## src/rtl/lib_sample_seq_if.sv

```systemverilog
// -----------------------------------------------------------------------------
// lib_sample_seq_if
//
// Bundles every signal between the self-test sequencer and its surroundings,
// except the clock and reset: the run request/cancel controls, the run
// configuration, the two observed counter outputs of lib_sample, the control
// outputs that drive lib_sample, and the status outputs.
//
// Modports:
//   master : the sequencer. It reads requests, configuration and observed
//            values, and drives the block controls and the status.
//   slave  : the environment (test wrapper or bench). It is the mirror image.
//
// Signals:
//   START       run request, sampled only in IDLE
//   ABORT       cancel the current run
//   RUN_LEN     run length L (0 runs as 1)
//   BYPASS_PAT  pattern expected back through the block's bypass mux
//   CNTR_IN     observed CNTR_OUT2 of lib_sample
//   MUX_IN      observed CNTR_OUT3 of lib_sample
//   DUT_RST_B   reset to lib_sample, active-low
//   SELECT_3    output mux select to lib_sample
//   EN_G        gated-clock enable to lib_sample
//   BYPASS      bypass value to lib_sample
//   BUSY        sequence in progress
//   DONE        one-cycle completion pulse
//   PASS        result of the last completed run
//   ERR_CODE    bit0 count mismatch, bit1 bypass mismatch
// -----------------------------------------------------------------------------
interface lib_sample_seq_if #(
  parameter int WIDTH = 3,
  parameter int RUN_W = 8
);

  logic             START;
  logic             ABORT;
  logic [RUN_W-1:0] RUN_LEN;
  logic [WIDTH-1:0] BYPASS_PAT;
  logic [WIDTH-1:0] CNTR_IN;
  logic [WIDTH-1:0] MUX_IN;

  logic             DUT_RST_B;
  logic             SELECT_3;
  logic             EN_G;
  logic [WIDTH-1:0] BYPASS;
  logic             BUSY;
  logic             DONE;
  logic             PASS;
  logic [1:0]       ERR_CODE;

  modport master (
    input  START, ABORT, RUN_LEN, BYPASS_PAT, CNTR_IN, MUX_IN,
    output DUT_RST_B, SELECT_3, EN_G, BYPASS, BUSY, DONE, PASS, ERR_CODE
  );

  modport slave (
    output START, ABORT, RUN_LEN, BYPASS_PAT, CNTR_IN, MUX_IN,
    input  DUT_RST_B, SELECT_3, EN_G, BYPASS, BUSY, DONE, PASS, ERR_CODE
  );

endinterface : lib_sample_seq_if

```

## src/rtl/lib_sample_seq.sv

```systemverilog
// -----------------------------------------------------------------------------
// lib_sample_seq
//
// Self-test sequencer for the lib_sample counter/divider block. On an accepted
// START it holds the block in reset for RST_CYCLES cycles, lets it count for
// L cycles with the gated clock enabled, checks the counter value (L modulo
// 2^WIDTH), then switches the block's output mux to bypass and checks that the
// captured pattern comes back. The result is reported with a one-cycle DONE,
// a PASS flag and a two-bit ERR_CODE.
//
// Ports:
//   CLK    system clock, rising edge
//   RST_B  asynchronous active-low reset
//   bus    lib_sample_seq_if.master (requests, configuration, observed
//          counter values, block controls and status)
//
// Every output comes straight from a flop. The flops are loaded from a decode
// of the next state, so each output takes its new state's value on the very
// edge that enters that state.
// -----------------------------------------------------------------------------
module lib_sample_seq #(
  parameter int WIDTH      = 3,
  parameter int RUN_W      = 8,
  parameter int RST_CYCLES = 2
) (
  input  logic                 CLK,
  input  logic                 RST_B,
  lib_sample_seq_if.master     bus
);

  // The hold counter only has to reach RST_CYCLES-1.
  localparam int                HOLD_W    = (RST_CYCLES > 1) ? $clog2(RST_CYCLES) : 1;
  localparam logic [HOLD_W-1:0] HOLD_LAST = HOLD_W'(RST_CYCLES - 1);

  typedef enum logic [2:0] {
    S_IDLE,
    S_HOLD_RST,
    S_RUN,
    S_CHECK_CNT,
    S_CHECK_BYP,
    S_FIN
  } state_e;

  // Per-state Moore controls for the block and the status flags.
  typedef struct packed {
    logic dut_rst_b;
    logic select_3;
    logic en_g;
    logic busy;
    logic done;
  } ctl_t;

  function automatic ctl_t decode(input state_e s);
    ctl_t c;
    c = '0;
    case (s)
      S_HOLD_RST:  begin c.select_3 = 1'b1; c.busy = 1'b1; end
      S_RUN:       begin c.dut_rst_b = 1'b1; c.select_3 = 1'b1; c.en_g = 1'b1; c.busy = 1'b1; end
      S_CHECK_CNT: begin c.dut_rst_b = 1'b1; c.select_3 = 1'b1; c.busy = 1'b1; end
      S_CHECK_BYP: begin c.dut_rst_b = 1'b1; c.busy = 1'b1; end
      S_FIN:       c.done = 1'b1;
      default:     c = '0;
    endcase
    return c;
  endfunction

  state_e             state_q, state_d;
  logic [HOLD_W-1:0]  hold_cnt_q, hold_cnt_d;
  logic [RUN_W-1:0]   run_cnt_q, run_cnt_d;
  logic [RUN_W-1:0]   len_q, len_d;
  logic [WIDTH-1:0]   pat_q, pat_d;
  logic [1:0]         err_q, err_d;
  logic               pass_q, pass_d;
  ctl_t               ctl_q, ctl_d;
  logic [WIDTH-1:0]   bypass_q, bypass_d;
  logic [WIDTH-1:0]   exp_cnt;

  // The block's counter wraps, so only the low WIDTH bits of L are expected.
  assign exp_cnt = WIDTH'(len_q);

  // Next-state and result logic.
  always_comb begin
    // NOTE: every signal written here gets a default first; a path that left
    // one unassigned would infer a latch.
    state_d    = state_q;
    hold_cnt_d = hold_cnt_q;
    run_cnt_d  = run_cnt_q;
    len_d      = len_q;
    pat_d      = pat_q;
    err_d      = err_q;
    pass_d     = pass_q;

    case (state_q)
      S_IDLE: begin
        if (bus.START) begin
          state_d    = S_HOLD_RST;
          hold_cnt_d = '0;
          len_d      = (bus.RUN_LEN == '0) ? RUN_W'(1) : bus.RUN_LEN;
          pat_d      = bus.BYPASS_PAT;
          err_d      = 2'b00;
          pass_d     = 1'b0;
        end
      end

      S_HOLD_RST: begin
        if (hold_cnt_q == HOLD_LAST) begin
          state_d   = S_RUN;
          run_cnt_d = '0;
        end else begin
          hold_cnt_d = hold_cnt_q + 1'b1;
        end
      end

      // run_cnt tops out at L-1, so L = 2^RUN_W-1 never overflows it.
      S_RUN: begin
        if (run_cnt_q == len_q - 1'b1) begin
          state_d = S_CHECK_CNT;
        end else begin
          run_cnt_d = run_cnt_q + 1'b1;
        end
      end

      S_CHECK_CNT: begin
        if (bus.CNTR_IN != exp_cnt) err_d[0] = 1'b1;
        state_d = S_CHECK_BYP;
      end

      // PASS is judged from the error code as it will stand on entering FIN,
      // bypass result included.
      S_CHECK_BYP: begin
        if (bus.MUX_IN != pat_q) err_d[1] = 1'b1;
        pass_d  = (err_d == 2'b00);
        state_d = S_FIN;
      end

      S_FIN:   state_d = S_IDLE;

      default: state_d = S_IDLE;
    endcase

    // ABORT overrides every transition above, including the FIN exit.
    if (bus.ABORT && (state_q != S_IDLE)) begin
      state_d = S_IDLE;
      err_d   = 2'b00;
      pass_d  = 1'b0;
    end
  end

  // Output decode from the next state, and the bypass load on CHECK_BYP entry.
  always_comb begin
    ctl_d    = decode(state_d);
    bypass_d = bypass_q;
    if ((state_q == S_CHECK_CNT) && (state_d == S_CHECK_BYP)) bypass_d = pat_q;
  end

  // NOTE: every flop here, including configuration and counters, has a reset
  // value, so the block leaves reset fully defined without a first START.
  always_ff @(posedge CLK or negedge RST_B) begin
    if (!RST_B) begin
      state_q    <= S_IDLE;
      hold_cnt_q <= '0;
      run_cnt_q  <= '0;
      len_q      <= '0;
      pat_q      <= '0;
      err_q      <= 2'b00;
      pass_q     <= 1'b0;
      ctl_q      <= '0;
      bypass_q   <= '0;
    end else begin
      // NOTE: non-blocking assignments so every flop samples pre-edge values.
      state_q    <= state_d;
      hold_cnt_q <= hold_cnt_d;
      run_cnt_q  <= run_cnt_d;
      len_q      <= len_d;
      pat_q      <= pat_d;
      err_q      <= err_d;
      pass_q     <= pass_d;
      ctl_q      <= ctl_d;
      bypass_q   <= bypass_d;
    end
  end

  assign bus.DUT_RST_B = ctl_q.dut_rst_b;
  assign bus.SELECT_3  = ctl_q.select_3;
  assign bus.EN_G      = ctl_q.en_g;
  assign bus.BUSY      = ctl_q.busy;
  assign bus.DONE      = ctl_q.done;
  assign bus.BYPASS    = bypass_q;
  assign bus.PASS      = pass_q;
  assign bus.ERR_CODE  = err_q;

endmodule : lib_sample_seq

```

## src/flat_wrapper.sv

```systemverilog
// flat-port wrapper written by rule: the top's interface ports become plain ports
module lib_sample_seq_flat 
#(
  parameter int WIDTH      = 3,
  parameter int RUN_W      = 8,
  parameter int RST_CYCLES = 2
)
  (CLK, RST_B, bus_START, bus_ABORT, bus_RUN_LEN, bus_BYPASS_PAT, bus_CNTR_IN, bus_MUX_IN, bus_DUT_RST_B, bus_SELECT_3, bus_EN_G, bus_BYPASS, bus_BUSY, bus_DONE, bus_PASS, bus_ERR_CODE);
  lib_sample_seq_if #(.WIDTH(WIDTH), .RUN_W(RUN_W)) bus_i ();
  input  logic CLK;
  input  logic RST_B;
  input wire logic [$bits(bus_i.START)-1:0] bus_START;
  input wire logic [$bits(bus_i.ABORT)-1:0] bus_ABORT;
  input wire logic [$bits(bus_i.RUN_LEN)-1:0] bus_RUN_LEN;
  input wire logic [$bits(bus_i.BYPASS_PAT)-1:0] bus_BYPASS_PAT;
  input wire logic [$bits(bus_i.CNTR_IN)-1:0] bus_CNTR_IN;
  input wire logic [$bits(bus_i.MUX_IN)-1:0] bus_MUX_IN;
  output wire logic [$bits(bus_i.DUT_RST_B)-1:0] bus_DUT_RST_B;
  output wire logic [$bits(bus_i.SELECT_3)-1:0] bus_SELECT_3;
  output wire logic [$bits(bus_i.EN_G)-1:0] bus_EN_G;
  output wire logic [$bits(bus_i.BYPASS)-1:0] bus_BYPASS;
  output wire logic [$bits(bus_i.BUSY)-1:0] bus_BUSY;
  output wire logic [$bits(bus_i.DONE)-1:0] bus_DONE;
  output wire logic [$bits(bus_i.PASS)-1:0] bus_PASS;
  output wire logic [$bits(bus_i.ERR_CODE)-1:0] bus_ERR_CODE;
  assign bus_i.START = bus_START;
  assign bus_i.ABORT = bus_ABORT;
  assign bus_i.RUN_LEN = bus_RUN_LEN;
  assign bus_i.BYPASS_PAT = bus_BYPASS_PAT;
  assign bus_i.CNTR_IN = bus_CNTR_IN;
  assign bus_i.MUX_IN = bus_MUX_IN;
  assign bus_DUT_RST_B = bus_i.DUT_RST_B;
  assign bus_SELECT_3 = bus_i.SELECT_3;
  assign bus_EN_G = bus_i.EN_G;
  assign bus_BYPASS = bus_i.BYPASS;
  assign bus_BUSY = bus_i.BUSY;
  assign bus_DONE = bus_i.DONE;
  assign bus_PASS = bus_i.PASS;
  assign bus_ERR_CODE = bus_i.ERR_CODE;
  lib_sample_seq #(.WIDTH(WIDTH), .RUN_W(RUN_W), .RST_CYCLES(RST_CYCLES)) u_core (.CLK(CLK), .RST_B(RST_B), .bus(bus_i));
endmodule
```

## config.mk

```make
export PLATFORM = sky130hd
export DESIGN_NAME = lib_sample_seq_flat
export DESIGN_NICKNAME = d
export VERILOG_FILES = /design/src/rtl/lib_sample_seq_if.sv /design/src/rtl/lib_sample_seq.sv /design/src/flat_wrapper.sv
export SDC_FILE = /design/constraint.sdc
export NUM_CORES = 1
export LEC_CHECK = 0
export ABC_AREA = 1
export CORE_ASPECT_RATIO = 2
export CORE_MARGIN = 2
export CORE_UTILIZATION = 50
export CTS_CLUSTER_SIZE = 25
export DETAILED_ROUTE_END_ITERATION = 6
export PLACE_DENSITY = 0.76
export SYNTH_ARGS = -nofsm -noshare
export SYNTH_HDL_FRONTEND = slang
export SYNTH_SLANG_ARGS = --single-unit
export TNS_END_PERCENT = 50
```

## constraint.sdc

```tcl
create_clock -name CLK -period 4 [get_ports CLK]
set_input_delay 0.8 -clock CLK [delete_from_list [all_inputs] [get_ports CLK]]
set_output_delay 0.8 -clock CLK [all_outputs]
set_load 0.005 [all_outputs]
```

==> results.py <==
metrics = {
    "clock_network": {
        "clkSinkCount": 34,
        "cts_root_buf": "clkbuf_8",
        "cts_resized": 0,
        "cts.clk_slew.worst_paths_ps": 70,
        "cts_tree": "yes",
        "postCtsHoldBufs": 0,
        "htreeDepth": 2,
        "clock_latency_ps": 290,
        "cts-buffers-inserted": 5,
        "cts_max_path_buffers": 2,
        "cts_setup_buffers": 0,
    },
    "critical_path": {
        "critPathMaxFanout": 16,
        "critPathCaptureType": "flip-flop",
        "cp.arrival_ps": 2160,
        "path_class": "reg -> reg",
        "cp.required_ps": 4170,
        "cp-start-kind": "flip-flop",
    },
    "global_route": {
        "grt_max_degree": 35,
        "grt_pass1_wl_um": 7031,
        "track_usage_pct": 22.55,
        "grt.overflow.total": 0,
        "first_global_vias": 1656,
        "antenna_found_initial": 0,
    },
    "cells_and_area": {
        "final_cell_mix": "73 x nand2_1, 37 x inv_1, 34 x dfrtp_1, 31 x clkdlybuf4s50_1, 17 x nand3_1",
        "diodes": 0,
        "multiInputGateArea_um2": 873.3,
        "postLayoutCellArea_um2": 2328,
        "seq_area_um2": 850.8,
        "nFillCells": 348,
        "layout-drive-gt1-share_pct": 10.28,
        "nNetsFinal": 305,
        "layout_commonest_cell": "nand2_1",
        "area_delta_synth_final_pct": 22.84,
    },
    "detailed_routing": {
        "wl_um": 4067,
        "firstDrtPassIters": 4,
        "via_count": 1612,
        "drt_iter0_drc": 38,
        "wl_per_cell_um": 12.29,
        "drc_errors": 0,
        "viasPerCell": 4.870,
        "ant_nets": 0,
    },
    "sta": {
        "slew_headroom_pct": 58.61,
        "fin_worst_skew_ps": 8.350,
        "tns_ps": 0,
        "slew_viol_final": 0,
        "min_period_over_period_pct": 49.72,
        "finalSetupViolCount": 0,
        "hold_viol": 0,
        "fmax_mhz": 502.8,
        "rsz0062_at_grt": "false",
        "layout_min_cycle_time_ps": 1989,
        "worst_pin_slew_ps": 616.2,
    },
    "synth": {
        "synth_top_area_share_pct": 44.88,
        "syn_avg_cell_area_um2": 7.737,
        "ys_seq_elements": 34,
        "synthFlopType": "dfrtp_1",
        "yosysWarnings": 0,
        "async_flop_share_pct": 100.0,
        "syn_area_um2": 1896,
        "ys_types": 28,
        "yosysSeqAreaShare_pct": 44.88,
        "synthCells": 245,
        "netlist_top_cells_area": "dfrtp_1 45%, nand2_1 14%, inv_1 7.3%",
        "yosysTopAreaCell": "dfrtp_1",
        "synth_nets": 268,
        "synth_edf_count": 0,
    },
    "placed_design": {
        "gp_congestion": 0.8311,
        "place_area_um2": 2250,
        "numPortBuffers": 31,
        "hpwl_um": 3303,
    },
    "die": {
        "die_area_um2": 4330,
        "rows": 31,
        "die_y_um": 91.08,
        "die_w_um": 47.54,
        "ios": 32,
        "initial_core_util_pct": 51.99,
        "core_area_um2": 3646,
    },
    "power_and_ir_drop": {
        "pwr-share-seq_pct": 38.6,
        "power_frac_comb_pct": 44.7,
        "p_clk_share_pct": 16.6,
        "intPower_w": 0.0008319,
        "p_switching_w": 0.0005738,
        "power_density_nw_per_um2": 603.7,
        "power_leakage_nw": 1.117,
        "swShare_pct": 40.82,
        "vdd_ir_drop_max_mv": 0.4130,
    },
    "outcome": {
        "outcome": "finished clean",
    },
    "hold_path": {
        "holdCritPathClass": "reg -> reg",
    },
    "flow_run": {
        "maxCapViolCount": 0,
    },
}
[path summary, 6_finish.rpt]
check	to	slack [ps]	cells after the start	from
min in group asynchronous	u_core.bus.BYPASS[2]	920	2	RST_B
setup / recovery	u_core.run_cnt_q[5]	2010	13	u_core.len_q[0]
hold reg to reg	u_core.bus.PASS	480	1	u_core.bus.ERR_CODE[0]
setup reg to reg	u_core.run_cnt_q[5]	2010	13	u_core.len_q[0]
max in group asynchronous	u_core.bus.BUSY	2770	2	RST_B
hold / removal	u_core.bus.PASS	480	1	u_core.bus.ERR_CODE[0]
[cell type report]
cell class                      count  share of cell area (%)
Multi-Input combinational cell    170                   37.51
Sequential cell                    34                   36.54
Timing Repair Buffer               32                   13.65
Inverter                           39                   6.287
Clock buffer                        5                   2.955
Tap cell                           49                   2.633
Clock inverter                      2                  0.4299
[cell usage after synthesis, drive strengths merged (2+ instances only)]
cell / n
nand3: 19
ha: 2
buf: 2
nand2: 77
xnor2: 6
nor3: 6
o31ai: 2
o21ai: 24
dfrtp: 34
xor2: 3
a21oi: 4
inv: 38
nand3b: 2
nor2: 19
o22ai: 2
[registers in the layout (all words and copies together), names as in the netlist, 2 cells and up]
register             count
u_core.bus.BYPASS        3
u_core.bus.ERR_CODE      2
u_core.len_q             8
u_core.pat_q             3
u_core.run_cnt_q         8
u_core.state_q           3
[worst max-delay path, cell delays in order, from the launching register on]
cell,delay (ps)
dfrtp_1,420
inv_1,180
ha_1,220
nand2_1,110
nor2_2,150
nand2_1,70
nand2_1,60
nand2_1,50
nand2_1,80
nor2_2,50
nand2_2,80
nand3_4,210
nand2_1,140
o21ai_2,60
[routing by layer]
layer  share of wire [%]  vias up  global-route usage, %  wire length, µm
met5                   0        -                      0                0
met4                 3.0        0                  9.685              124
met3                 2.9       11                  4.573              118
met2                  58       30                  40.43             2363
met1                  36      722                  23.00             1461
li1                    -      849                      -                -
[power by group through the flow]
stage	Clock [W]	Combinational, W	Sequential, W
floorplan	0	0.000463	0.000534
global placement	0	0.000622	0.000546
detailed placement	0	0.000636	0.000549
CTS	0.000246	0.000639	0.000542
global route	0.000256	0.000725	0.000559
finish	0.000234	0.000629	0.000543
[cell families (layout without fill, tap and decap cells)]
logic type | count (synthesis) | in the layout | share of synthesized area (%)
and+or+nand+nor | 124 | 124 | 28.84
buffers and inverters | 41 | 78 | 9.042
AOI/OAI and AO/OA | 35 | 35 | 11.75
DFF | 34 | 34 | 44.88
xor gates and xnor gates | 9 | 9 | 4.159
adders and majority gates | 2 | 2 | 1.320
[stage by stage]
| stage | util (%) | total power, W | cells | hold slack, ps | setup slack (ps) |
|---|---|---|---|---|---|
| detailed placement | 61.70 | 0.001184 | 324 | 467.7 | 1785 |
| global route | 63.86 | 0.001540 | 331 | 518.2 | 1800 |
| floorplan | - | 0.0009972 | 245 | 469.2 | 2309 |
| CTS | 63.86 | 0.001427 | 331 | 485.4 | 1978 |
| finish | 63.86 | 0.001406 | 331 | 483.8 | 2011 |
| global placement | 61.70 | 0.001167 | 324 | 464.1 | 1819 |
Power figures use the tool's default switching activity.
